<file path="src/rtl/inst_fetch_ctrl.sv">
// rtl/inst_fetch_ctrl.sv - instruction fetch controller: PC, IR latch, valid/ack handoff, jump/halt, wrap flag
module inst_fetch_ctrl #(
    parameter logic [7:0] RESET_PC = 8'h00
) (
    input  logic        clk,
    input  logic        reset,
    input  logic        start,
    output logic [7:0]  addr,
    input  logic [15:0] r_data,
    output logic [15:0] ir,
    output logic        ir_valid,
    input  logic        ir_ack,
    input  logic        jump,
    input  logic [7:0]  jump_addr,
    input  logic        halt,
    output logic [7:0]  pc,
    output logic [1:0]  state,
    output logic        wrap
);

    localparam logic [1:0] S_IDLE   = 2'b00;
    localparam logic [1:0] S_FETCH  = 2'b01;
    localparam logic [1:0] S_HOLD   = 2'b10;
    localparam logic [1:0] S_HALTED = 2'b11;

    always_ff @(posedge clk) begin
        if (reset) begin
            state    <= S_IDLE;
            pc       <= RESET_PC;
            ir       <= 16'h0000;
            ir_valid <= 1'b0;
            wrap     <= 1'b0;
        end else begin
            case (state)
                S_IDLE: begin
                    if (start) begin
                        state <= S_FETCH;
                    end
                end
                S_FETCH: begin
                    ir       <= r_data;
                    ir_valid <= 1'b1;
                    state    <= S_HOLD;
                end
                S_HOLD: begin
                    // halt wins over jump so pc keeps pointing at the halting instruction
                    if (ir_ack) begin
                        ir_valid <= 1'b0;
                        if (halt) begin
                            state <= S_HALTED;
                        end else if (jump) begin
                            pc    <= jump_addr;
                            state <= S_FETCH;
                        end else begin
                            pc    <= pc + 8'd1;
                            state <= S_FETCH;
                            if (pc == 8'hFF) begin
                                wrap <= 1'b1;
                            end
                        end
                    end
                end
                S_HALTED: begin
                    ir_valid <= 1'b0;
                    if (start) begin
                        pc    <= RESET_PC;
                        wrap  <= 1'b0;
                        state <= S_FETCH;
                    end
                end
                default: begin
                    state <= S_IDLE;
                end
            endcase
        end
    end

    assign addr = pc;

endmodule

</file>
<file path="config.mk">
export PLATFORM = sky130hd
export DESIGN_NAME = inst_fetch_ctrl
export DESIGN_NICKNAME = d
export VERILOG_FILES = /design/src/rtl/inst_fetch_ctrl.sv
export SDC_FILE = /design/constraint.sdc
export NUM_CORES = 1
export LEC_CHECK = 0
export ABC_AREA = 1
export BUFFER_PORTS_ARGS = -buffer_cell sky130_fd_sc_hd__clkbuf_2
export CORE_ASPECT_RATIO = 2
export CORE_MARGIN = 2
export CORE_UTILIZATION = 49
export CTS_CLUSTER_DIAMETER = 30
export DETAILED_ROUTE_END_ITERATION = 10
export GPL_ROUTABILITY_DRIVEN = 0
export HOLD_SLACK_MARGIN = 0.05
export PLACE_DENSITY = 0.83
export SLEW_MARGIN = 25
export SYNTH_ARGS = -nofsm -noshare
export SYNTH_HDL_FRONTEND = slang
export SYNTH_SLANG_ARGS = --single-unit
export TNS_END_PERCENT = 20
</file>
<file path="constraint.sdc">
create_clock -name clk -period 2.35 [get_ports clk]
set_clock_uncertainty 0.1 [all_clocks]
set_input_delay 0.235 -clock clk [delete_from_list [all_inputs] [get_ports clk]]
set_output_delay 0.235 -clock clk [all_outputs]
set_load 0.03 [all_outputs]
</file>
==> impl_metrics.ini <==
[synthesis]
synthDistinctLibCells = 24
syn-num-nets = 239
syn-cell-area_um2 = 1430
synthTopCellsByArea = dfxtp_1, nor2_1, nand2_1
synth_top_area_frac = 0.392
ys_ff_latch = 28
ys.warnings.count = 0
syn_avg_cell_area_um2 = 7.01
yosys.area.top_type = dfxtp_1
syn_inst = 204
ys_seq_area_frac = 0.392

[cells_and_area]
multi_input_area_um2 = 701
nets = 296
syn2layout_area_growth_pct = 22.8
final_cells = 289
final_util = 0.634
drive_gt1_frac = 0.312
diodes = 0
fillers = 279
seq_area_um2 = 561

[route]
detail_route.first_pass.iterations = 4
drtIter0Drc = 31
ant_nets = 0
drcViolationCount = 0
vias = 1465
drt_wl_total_um = 3350
wl_per_cell_um = 11.6
vias_per_cell = 5.07

[clock_tree]
cts_tree = done
clk_pin_slew_ns = 0.09
postCtsSetupBuffers = 0
numCtsBuffers = 3
cts.sinks = 28
cts_buffer_depth = 2
hold_buffers = 0
cts_root_buf = clkbuf_8
clock_latency_ns = 0.27
cts_max_level = 1
cts_resized = 0

[die]
row_count = 27
die_y_um = 80.4
die_x_um = 42.2
core_area_um2 = 2770
ios = 66
dieArea_um2 = 3390
start_util = 0.516

[worst_setup_path]
path_buf_inv = 3
reg2reg_setup_slack_ns = 0.62
worstReg2RegStart = state[1]$_SDFFE_PP0P_
r2r_cells = 6
crit_type = reg -> reg
cp.required_ns = 2.41
r2r-end = state[0]$_SDFFE_PP0P_
crit_chain = inv_1 > ha_1 > buf_4 > clkinv_1 > o21ai_0 > a21oi_1
crit_fanout = 17
cp_num_cells = 6
slowest_stage = clkinv_1
crit_family = buffers and inverters
cp_slowest_stage_delay_ns = 0.39
start_kind = register
crit_arrival_ns = 1.79
end_kind = register

[global_routing]
grt_pass1_wl_um = 5460
grt_usage = 0.202
antenna_found_initial = 0
grt_overflow = 0
grt_pass1_vias = 1369
grt_max_degree = 21

[timing]
timing.final.crit_share = 0.736
fin_crit_ns = 1.73
tns_ns = 0
rsz0062_at_grt = no
setup-violations-final = 0
fmax_mhz = 578
hold_viol_final = 0
slew_headroom = 0.703
worst_slew_pin_slew_ns = 0.443
report.final.slew_viol_count = 0

[worst_hold_path]
whs_endpoint = ir[13]$_SDFFE_PP0N_
whs_path_depth = 3
hold_start = r_data[13]
hold_path.class = in -> reg

[pwr]
power_leakage_nw = 0.916
ir_drop_mv = 0.723
fin_total_pwr_mw = 1.93
power.density_nw_per_um2 = 1100

[run]
maxCapViolCount = 0

[placed_design]
dp.cells = 285
dp_hpwl_um = 2680
portBuffers = 65

[run_status]
status = finished clean
[layer usage]
metal	vias to the layer above	routed length [um]	track usage	share of wire
met5	-	0	0	0
met4	0	70	0.0875	0.021
met3	8	186	0.0225	0.056
met2	61	1850	0.392	0.55
li1	746	-	-	-
met1	650	1240	0.208	0.37
[power by group]
group	switching [mW]	total, mW	internal [mW]
combinational	0.672	0.941	0.269
clock	0.145	0.295	0.150
sequential	0.0849	0.698	0.613
total	0.902	1.93	1.03
[sequential cells by signal, summed over array words and instances (netlist names)]
name      count
addr          8
ir           16
ir_valid      1
state         2
wrap          1
[synthesized netlist by cell type]
| master | count |
|---|---|
| nor2_2 | 3 |
| ha_1 | 5 |
| o211ai_1 | 3 |
| nor3_2 | 1 |
| nand4_2 | 1 |
| xor2_1 | 1 |
| nand3_2 | 1 |
| inv_1 | 17 |
| or2_2 | 1 |
| inv_2 | 1 |
| o21bai_1 | 2 |
| a21oi_1 | 11 |
| nand3_1 | 10 |
| buf_6 | 1 |
| nor2_1 | 52 |
| clkbuf_1 | 2 |
| o21ai_0 | 21 |
| nand2_2 | 2 |
| nand2_1 | 28 |
| nand2_4 | 1 |
| buf_1 | 1 |
| buf_4 | 10 |
| dfxtp_1 | 28 |
| clkinv_1 | 1 |
[worst register-to-register path, stage by stage (launching register included)]
cell	delay (ns)
dfxtp_1	0.35
inv_1	0.10
ha_1	0.15
buf_4	0.19
clkinv_1	0.40
o21ai_0	0.28
a21oi_1	0.05
[worst max-delay path by stage]
stage | startpoint | endpoint | slack, ns
floorplan | state[0]$_SDFFE_PP0P_ | wrap$_SDFFE_PP0P_ | 0.66
global placement | state[1]$_SDFFE_PP0P_ | state[0]$_SDFFE_PP0P_ | 0.67
detailed placement | state[1]$_SDFFE_PP0P_ | state[0]$_SDFFE_PP0P_ | 0.62
CTS | state[1]$_SDFFE_PP0P_ | state[0]$_SDFFE_PP0P_ | 0.59
global route | state[1]$_SDFFE_PP0P_ | state[0]$_SDFFE_PP0P_ | 0.42
finish | state[1]$_SDFFE_PP0P_ | state[0]$_SDFFE_PP0P_ | 0.62
[cell families after synthesis]
group	count (synthesis)	synth area share
DFF	28	0.392
buffers and inverters	33	0.118
and+or+nand+nor	100	0.302
AOI/OAI and AO/OA	37	0.138
adders and majority gates	5	0.0437
xor gates and xnor gates	1	0.00613
[through the flow]
| step | instance area [um2] | setup WS [ns] | hold slack (ns) |
|---|---|---|---|
| floorplan | 1430 | 0.655 | 0.270 |
| global placement | 1700 | 0.671 | 0.358 |
| detailed placement | 1700 | 0.623 | 0.363 |
| CTS | 1760 | 0.593 | 0.0767 |
| global route | 1760 | 0.419 | 0.0827 |
| finish | 1760 | 0.621 | 0.0798 |
[cell type report]
class,count,share of cell area
clock buffer,4,0.0313
inverter,19,0.0406
multi-input combinational,143,0.399
sequential,28,0.319
tap,29,0.0207
timing repair buffer,66,0.189
[placed cells by master, fill, tap and decap left out]
| master | synthesis | routed |
|---|---|---|
| nand2_2 | 2 | 2 |
| nor2_2 | 3 | 3 |
| nand2_4 | 1 | 1 |
| or2_2 | 1 | 1 |
| nor2_1 | 52 | 52 |
| clkbuf_8 | 0 | 4 |
| a21oi_1 | 11 | 11 |
| dfxtp_1 | 28 | 28 |
| nand4_2 | 1 | 1 |
| nand3_1 | 10 | 10 |
| inv_1 | 17 | 17 |
| o21ai_0 | 21 | 21 |
| nand3_2 | 1 | 1 |
| o21bai_1 | 2 | 2 |
| inv_2 | 1 | 1 |
| nor3_2 | 1 | 1 |
| xor2_1 | 1 | 1 |
| clkbuf_2 | 0 | 65 |
| o211ai_1 | 3 | 3 |
| buf_4 | 10 | 1 |
| ha_1 | 5 | 5 |
| clkinv_1 | 1 | 1 |
| nand2_1 | 28 | 28 |
Note: power is estimated with default switching activity, not from simulation.
